## src/rtl/classifier_sample_deserializer.sv

```systemverilog
// classifier_sample_deserializer
// Collects N_SAMPLES serial samples (val/rdy) into a frame buffer and
// presents the full frame as an unpacked array on a val/rdy send port.
// Element 0 of the frame is the first sample received.

// One frame-buffer entry: cleared by reset, loaded when its index is written.
module classifier_sample_lane #(
    parameter int BIT_WIDTH = 32
) (
    input  logic                 clk,
    input  logic                 reset,
    input  logic                 we_i,
    input  logic [BIT_WIDTH-1:0] d_i,
    output logic [BIT_WIDTH-1:0] q_o
);
    logic [BIT_WIDTH-1:0] data_q;

    // Hold the sample; only the lane selected by the write index loads.
    always_ff @(posedge clk or posedge reset) begin
        if (reset) data_q <= '0;
        else if (we_i) data_q <= d_i;
    end

    assign q_o = data_q;
endmodule

module classifier_sample_deserializer #(
    parameter int BIT_WIDTH = 32,
    parameter int N_SAMPLES = 8
) (
    input  logic                 clk,
    input  logic                 reset,
    input  logic                 recv_val,
    output logic                 recv_rdy,
    input  logic [BIT_WIDTH-1:0] recv_msg,
    output logic                 send_val,
    input  logic                 send_rdy,
    output logic [BIT_WIDTH-1:0] send_msg [N_SAMPLES-1:0]
);
    localparam int IDX_W = (N_SAMPLES > 1) ? $clog2(N_SAMPLES) : 1;
    // Explicit last-index compare so non-power-of-two frame sizes wrap correctly.
    localparam logic [IDX_W-1:0] LAST_IDX = IDX_W'(N_SAMPLES - 1);

    typedef enum logic {
        FILL = 1'b0,
        SEND = 1'b1
    } state_t;

    state_t                 state_q, state_d;
    logic [IDX_W-1:0]       idx_q, idx_d;
    logic                   wr_en;
    logic [N_SAMPLES-1:0]   lane_we;

    // Handshake flags depend only on state; reset forces both low so no
    // transfer can complete while reset is high.
    assign recv_rdy = (state_q == FILL) && !reset;
    assign send_val = (state_q == SEND) && !reset;
    assign wr_en    = recv_val && recv_rdy;

    // State and write index registers.
    always_ff @(posedge clk or posedge reset) begin
        if (reset) begin
            state_q <= FILL;
            idx_q   <= '0;
        end else begin
            state_q <= state_d;
            idx_q   <= idx_d;
        end
    end

    // Next state: advance the index per accepted sample, flip to SEND on the
    // last one, and return to FILL once the frame is taken.
    always_comb begin
        state_d = state_q;
        idx_d   = idx_q;
        case (state_q)
            FILL: begin
                if (wr_en) begin
                    if (idx_q == LAST_IDX) begin
                        idx_d   = '0;
                        state_d = SEND;
                    end else begin
                        idx_d = idx_q + 1'b1;
                    end
                end
            end
            SEND: begin
                if (send_val && send_rdy) state_d = FILL;
            end
            default: state_d = FILL;
        endcase
    end

    // Frame buffer lanes drive send_msg directly in every state.
    genvar i;
    generate
        for (i = 0; i < N_SAMPLES; i++) begin : g_lane
            assign lane_we[i] = wr_en && (idx_q == IDX_W'(i));
            classifier_sample_lane #(.BIT_WIDTH(BIT_WIDTH)) u_lane (
                .clk   (clk),
                .reset (reset),
                .we_i  (lane_we[i]),
                .d_i   (recv_msg),
                .q_o   (send_msg[i])
            );
        end
    endgenerate
endmodule

```

## config.mk

```make
export PLATFORM = sky130hd
export DESIGN_NAME = classifier_sample_deserializer
export DESIGN_NICKNAME = d
export VERILOG_FILES = /design/src/rtl/classifier_sample_deserializer.sv
export SDC_FILE = /design/constraint.sdc
export NUM_CORES = 1
export LEC_CHECK = 0
export ABC_AREA = 1
export CAP_MARGIN = 20
export CORE_MARGIN = 10
export CORE_UTILIZATION = 52
export CTS_BUF_LIST = sky130_fd_sc_hd__clkbuf_8 sky130_fd_sc_hd__clkbuf_16
export DETAILED_ROUTE_END_ITERATION = 8
export PLACE_DENSITY = 0.82
export SLEW_MARGIN = 30
export SYNTH_ARGS = -nofsm -noshare
export SYNTH_HDL_FRONTEND = slang
export SYNTH_HIERARCHICAL = 1
export SYNTH_SLANG_ARGS = --single-unit
```

## constraint.sdc

```tcl
create_clock -name clk -period 2.9 [get_ports clk]
set_input_delay 0.87 -clock clk [delete_from_list [all_inputs] [get_ports clk]]
set_output_delay 0.87 -clock clk [all_outputs]
set_load 0.1 [all_outputs]
```

* Word-level counts from Yosys, hierarchy flattened
Cells that the tools add are included.
** Word-level totals
- Latch bits :: 0
- Memory bits (writable) :: 0
- Word-level logic and storage cells :: 39
- Output and inout port bits :: 258
- ROM bits :: 0
- Input port bits :: 36
- Flip-flop bits (word level) :: 260
- Memories kept :: 0
** Cells by class
- Muxes and demuxes :: 5
- Shift-type cells :: 0
- $lt $le $gt $ge :: 0
- Equality and inequality tests :: 7
- Multipliers :: 0
- Div/mod/pow operators :: 0
- $add $sub $neg :: 1
- Reduce and logical (&&, ||, !) cells :: 15
- Bitwise logic cells :: 1
** Operator list (count)
- 3-bit equality test, second input constant :: 4
- 1-bit logical AND :: 12
- 3-bit by 2-bit equality test with 1-bit output, second input constant :: 2
- 3-bit by 1-bit adder with 3-bit output, second input constant :: 1
- 3-bit by 1-bit equality test with 1-bit output, second input constant :: 1
- 3-bit logical NOT :: 1
- 1-bit two-way mux :: 3
- 3-bit two-way mux :: 1
- 1-bit one-hot mux with 2 select lines :: 1
- 2-bit AND reduction :: 1
- 1-bit logical NOT :: 1
- 1-bit inverter :: 1

* Depth between registers and ports, before layout
Gate-level depths: netlist (run 1).
- Depth in word-level cells :: 5
- Gate-level depth with buffers :: 9
- Gate-level depth less buffers :: 7

* By module
Netlist (run 1), hierarchy kept.
** By module, submodules not included
- classifier_sample_lane :: times used 8, seq. area each 800.8 sq um, area an instance 1296.2 sq um, cells each 137
- classifier_sample_deserializer :: times used 1, seq. area each 100.1 sq um, area an instance 344.1 sq um, cells each 49

* Worst setup path before layout (run 1)
OpenSTA, ideal clock, no wires.
- Path kind :: input port to output port
- From :: input reset
- To :: output send_val
- Setup slack :: -93 ps
- Stages on the path :: 1
- Buffers on the path :: 0
- Arrival :: 2123 ps
- Path through :: nor2_1
** Between the ends
- Longest elaborated chain between the ends :: 2
** Ends and longest elaborated chain
- start: declaration :: line 32 : input logic reset,
- 1-bit logical NOT (no source line)
- 1-bit logical AND :: line 57 : assign send_val = (state_q == SEND) && !reset;
- end: declaration :: line 36 : output logic send_val,
Every way passes these cells.

* Final worst setup path (run 1)
- From :: input reset
- To :: output recv_rdy
** Between the ends
- Longest elaborated chain between the ends :: 2
** Ends and longest elaborated chain
- 1-bit logical NOT (no source line)
- 1-bit logical AND :: line 56 : assign recv_rdy = (state_q == FILL) && !reset;
- end: declaration :: line 34 : output logic recv_rdy,
Every way passes these cells.

==> results of run 1 <==
==> layer usage <==
layer	track usage (%)	share of wire (%)	up-vias
met5	0	0	-
met4	9.59	3.6	0
met1	31.5	39	4130
met2	39.9	47	423
li1	-	-	4002
met3	7.37	10	68
==> worst register-to-register path, cell delays in order, from the launching register on <==
cell,delay [ns]
dfrtp_1,0.43
ha_1,0.24
ha_1,0.22
nand3_1,0.14
inv_1,0.09
buf_12,0.18
inv_8,0.23
nand2_1,0.10
nand2_1,0.06
==> area by class of cell <==
| cell class | instances | area (sq um) |
|---|---|---|
| sequential | 260 | 6510 |
| fill | 1568 | 6480 |
| multi-input combinational | 805 | 3350 |
| timing repair buffer | 319 | 2580 |
| clock buffer | 30 | 717 |
| tap | 270 | 338 |
| inverter | 24 | 150 |
| clock inverter | 18 | 104 |
==> registers in the layout (all words and copies together), names as in the netlist <==
signal,flops
g_lane.u_lane/q_o,256
idx_q,3
state_q,1
==> placed cells by master (no fill, tap or decap), types with 6 or more instances in the layout <==
master,count
clkdlybuf4s50_1,35
ha_1,6
buf_4,276
buf_12,8
nand2_1,703
clkbuf_16,27
nor2_4,8
nand2_2,80
inv_8,8
dfrtp_1,260
inv_1,24
==> cells by family (layout without fill, tap and decap cells) <==
logic type	count (synthesis)	count (layout)	share of synthesized area, %
fa+ha+maj	6	6	0.701
buf+inv	80	391	8.50
flops	260	260	60.7
simple gates	799	799	30.1
==> through the flow <==
step	hold slack (ns)	cell area [sq um]
floorplan	0.499	10700
detailed placement	0.460	12900
global route	0.488	13700
finish	0.471	13700
CTS	0.474	13700
global placement	0.454	12900
==> path summary, 6_finish.rpt <==
path | end | cells past startpoint
setup / recovery | recv_rdy | 3
hold / removal | g_lane[0].u_lane/q_o[24] | 2
setup reg to reg | g_lane[7].u_lane/q_o[13] | 8
hold reg to reg | g_lane[0].u_lane/q_o[24] | 2
max in group asynchronous | g_lane[0].u_lane/q_o[23] | 4
min in group asynchronous | state_q | 3
==> flow_summary_export.csv, run 1 <==
group,metric,value,unit
detailed_routing,drc,0,
timing,drv_slew,0,
timing,fin_ws,0.191,ns
clock_tree,cts_root_buffer,"clkbuf_16",
cells_and_area,syn2layout_area_growth,28.3,%
worst_hold_path,hold_path.class,"flip-flop to flip-flop",
timing,slew-limit-headroom,58.5,%
synthesis,synthArstFlopShare,100,%
global_routing,grtUsageTotal,25.0,%
critical_path,required,2.03,ns
synthesis,yosysSeqAreaShare,60.7,%
critical_path,cp_slowest_cell,"clkdlybuf4s50_1",
placed_design,gp_congestion,0.838,
placed_design,dpl_worst_slack,0.202,ns
timing,skew,0.00778,ns
global_routing,grt_max_degree,34,
timing,final.min_clock_period,2.71,ns
detailed_routing,drt-wirelength-per-cell,19.9,um
floorplan,die_area,26700,sq um
detailed_routing,num_vias,8623,
critical_path,startpoint,"reset",
timing,rsz0062_at_grt,"no",
worst_hold_path,worstHoldStart,"g_lane[0].u_lane/q_o[24]",
clock_tree,clkTransAtPathRegs,0.06,ns
clock_tree,cts_buffers,27,
global_routing,antenna_found_initial,0,
global_routing,first_global_vias,8778,
synthesis,synth_enable_flop_cells,0,
synthesis,synth_area_per_cell,9.36,sq um
floorplan,die_w,164,um
global_routing,grt-ovfl-total,0,
clock_tree,cts_tree,"yes",
clock_tree,clockBufferDepth,3,
synthesis,synth_common_cells,"nand2_1 (703), dfrtp_1 (260), nand2_2 (80)",
floorplan,die_h,164,um
synthesis,netlist_area,10700,sq um
floorplan,core,20200,sq um
synthesis,synth.most_common_cell,"nand2_1",
critical_path,slowest_delay,0.51,ns
floorplan,ios,294,
synthesis,ys_ff_latch,260,
placed_design,io_buffer_count,293,
synthesis,syn_inst,1145,
critical_path,r2r_setup_slack,1.14,ns
critical_path,cp_data_arrival_time,1.84,ns
clock_tree,cts.sinks,260,
critical_path,path_class,"input pin to output pin",
outcome,status,"finished, final reports clean",
synthesis,synth_nets,1187,
synthesis,synth.distinct_cells,14,
cells_and_area,fin_cells,1726,
critical_path,cp-end-kind,"output pin",
flow_run,cap_viol_max_count,0,
critical_path,cp_cell_sequence,"clkdlybuf4s50_1 > nor2_4 > buf_12",
critical_path,critPathLaunchType,"input pin",
cells_and_area,utilization,68.0,%
timing,fmax,0.369,GHz
clock_tree,cts_hold_buf,0,
critical_path,r2r-start,"idx_q[0]",
timing,setup_tns,0,ns
cells_and_area,diodes,0,
synthesis,synth_area_leaders,"dfrtp_1 (61%), nand2_1 (25%), nand2_2 (4.7%), clkbuf_8 (3.1%), buf_6 (2.5%)",
clock_tree,h-tree-depth,1,
placed_design,placed_cells,1678,
synthesis,ys_warn_count,6,
detailed_routing,ant_nets,0,
clock_tree,worstSkewPairLatency,0.52,ns
cells_and_area,drive_gt1_share,28.7,%
detailed_routing,firstDrtPassIters,5,
timing,hold_viol,0,
detailed_routing,routed_wl,34300,um
synthesis,yosys.area.top_type,"dfrtp_1",
critical_path,critPathBufInv,2,
floorplan,initial_core_util,52.9,%
timing,final-setup-viol-count,0,
placed_design,dp_hpwl,24200,um
clock_tree,postCtsSetupBuffers,0,
critical_path,crit_fanout,6,
detailed_routing,viasPerCell,5.00,
floorplan,placementRows,52,
synthesis,ys.flop_type,"dfrtp_1",
clock_tree,cts_resized,0,
cells_and_area,layout.nets,1479,
timing,tightest_slew,0.619,ns
timing,min_period_over_period,93.4,%
synthesis,synth_top_area_share,60.7,%
detailed_routing,drtIter0Drc,753,
global_routing,grt_pass1_wl,51900,um
critical_path,critical_path.top_delay_family,"buffers and inverters",
Power of run 1 is not shown: default switching activity piles up to over one toggle a cycle in this logic, so the estimate is an artifact.
==> inputs of run 2 (changes only) <==
--- a/config.mk
+++ b/config.mk
@@ -11,6 +11,7 @@
 export CORE_UTILIZATION = 52
 export CTS_BUF_LIST = sky130_fd_sc_hd__clkbuf_8 sky130_fd_sc_hd__clkbuf_16
 export DETAILED_ROUTE_END_ITERATION = 8
+export MAX_ROUTING_LAYER = met4
 export PLACE_DENSITY = 0.82
 export SLEW_MARGIN = 30
 export SYNTH_ARGS = -nofsm -noshare
==> run 2 against run 1 <==
Effect of this change: global-route usage rose by 0.75 points; sequential cell count unchanged; non-clock buffer count unchanged; clock skew is 0.0017 ns higher; register-to-register slack got worse by 0.02 ns; die area is the same; count of clock-buffer cells in the layout is the same; critical path depth unchanged; cell area did not move; first-iteration DRC count rose by 3.2%; final cell count did not move; critical path type unchanged; largest cell class unchanged.
==> flow_summary_export.csv, run 2 (synthesized netlist as in run 1, its figures left out) <==
group,metric,value,unit
global_routing,antenna_found_initial,0,
timing,fmax,0.369,GHz
timing,min_period_over_period,93.4,%
clock_tree,cts_hold_buf,0,
clock_tree,worstSkewPairLatency,0.52,ns
floorplan,die_h,164,um
critical_path,cp-end-kind,"output pin",
critical_path,r2r_setup_slack,1.12,ns
detailed_routing,dr_wl_met3,3040,um
detailed_routing,routed_wl,34400,um
cells_and_area,layout.nets,1479,
critical_path,r2r-start,"idx_q[0]",
cells_and_area,largest_reg_flops,256,
clock_tree,cts_buffers,27,
critical_path,critical_path.endpoint,"recv_rdy",
cells_and_area,fillCellCount,1568,
floorplan,die_area,26700,sq um
global_routing,grtUsageTotal,25.7,%
global_routing,grt_pass1_wl,51800,um
floorplan,die_w,164,um
detailed_routing,viasPerCell,5.00,
detailed_routing,num_vias,8622,
detailed_routing,route.met2.wl,16200,um
cells_and_area,syn2layout_area_growth,28.3,%
timing,final-setup-viol-count,0,
critical_path,path_class,"input pin to output pin",
floorplan,placementRows,52,
timing,hold_viol,0,
timing,slew-limit-headroom,58.4,%
detailed_routing,highest_layer,"met4",
cells_and_area,diodes,0,
flow_run,cap_viol_max_count,0,
placed_design,dp_hpwl,24200,um
global_routing,grt_max_degree,34,
floorplan,ios,294,
critical_path,crit-reg2reg-capture,"g_lane[7].u_lane/q_o[26]",
timing,skew,0.00952,ns
placed_design,io_buffer_count,293,
global_routing,grt-ovfl-total,0,
detailed_routing,drt-wirelength-per-cell,19.9,um
timing,final.min_clock_period,2.71,ns
worst_hold_path,hold_path.class,"flip-flop to flip-flop",
global_routing,first_global_vias,8793,
timing,drv_slew,0,
clock_tree,clockBufferDepth,3,
critical_path,crit_fanout,6,
placed_design,gp_congestion,0.851,
critical_path,required,2.03,ns
cells_and_area,layout_common_cells,"nand2_1 (703), buf_4 (276), dfrtp_1 (260)",
timing,setup_tns,0,ns
detailed_routing,drtIter0Drc,777,
cells_and_area,drive_gt1_share,28.7,%
floorplan,initial_core_util,52.9,%
critical_path,cp_data_arrival_time,1.84,ns
floorplan,core,20200,sq um
critical_path,critPathLaunchType,"input pin",
clock_tree,cts_tree,"yes",
critical_path,startpoint,"reset",
clock_tree,cts_root_buffer,"clkbuf_16",
clock_tree,cts.sinks,260,
clock_tree,clkTransAtPathRegs,0.06,ns
detailed_routing,wl_met1,13900,um
clock_tree,h-tree-depth,1,
detailed_routing,ant_nets,0,
clock_tree,postCtsSetupBuffers,0,
timing,tightest_slew,0.621,ns
clock_tree,cts_resized,0,
cells_and_area,final_common_cell,"nand2_1",
detailed_routing,drc,0,
critical_path,reg2reg_depth,8,
timing,rsz0062_at_grt,"no",
detailed_routing,firstDrtPassIters,5,
outcome,status,"finished, final reports clean",
==> run 2: cell counts in the layout (fill, tap and decap cells not counted) <==
No cell type changed its count.
==> run 2: per-layer routing <==
layer  track usage, %  vias up
li1                 -     4003
met1             32.3     4168
met2             39.8      377
met3             6.34       74
met4             9.71        0
met5                -        -
==> run 2: how the worst min path moves through the flow <==
stage,start,endpoint,slack [ns],depth (start not counted)
6_report,g_lane[6].u_lane/q_o[0],g_lane[6].u_lane/q_o[0],0.47,2
5_1_grt,g_lane[6].u_lane/q_o[0],g_lane[6].u_lane/q_o[0],0.49,2
4_1_cts,g_lane[0].u_lane/q_o[24],g_lane[0].u_lane/q_o[24],0.47,2
3_5_place_dp,g_lane[7].u_lane/q_o[30],g_lane[7].u_lane/q_o[30],0.46,2
3_3_place_gp,g_lane[2].u_lane/q_o[15],g_lane[2].u_lane/q_o[15],0.45,2
2_1_floorplan,idx_q[1],idx_q[1],0.50,2
==> run 2: through the flow <==
step	area (sq um)	hold WS [ns]	setup WS (ns)	instances	utilization, %
2_1_floorplan	10700	0.499	0.373	1145	-
3_3_place_gp	12900	0.454	0.238	1678	63.9
5_1_grt	13700	0.488	0.159	1726	68.0
6_report	13700	0.471	0.192	1726	68.0
3_5_place_dp	12900	0.460	0.202	1678	63.9
4_1_cts	13700	0.474	0.202	1726	68.0
==> run 2: layout make-up <==
type	instances	area, sq um	area share (%)
multi-input cells	805	3350	24.4
well taps	270	338	2.46
inverters	24	150	1.09
repair buffers	319	2580	18.8
clock inverters	18	104	0.755
flip-flops and latches	260	6510	47.3
clock buffers	30	717	5.21
==> run 2: critical path, cell delays in order <==
cell	delay (ns)
clkdlybuf4s50_1	0.50
nor2_4	0.25
buf_12	0.21
Power of run 2 is left out for the same reason.
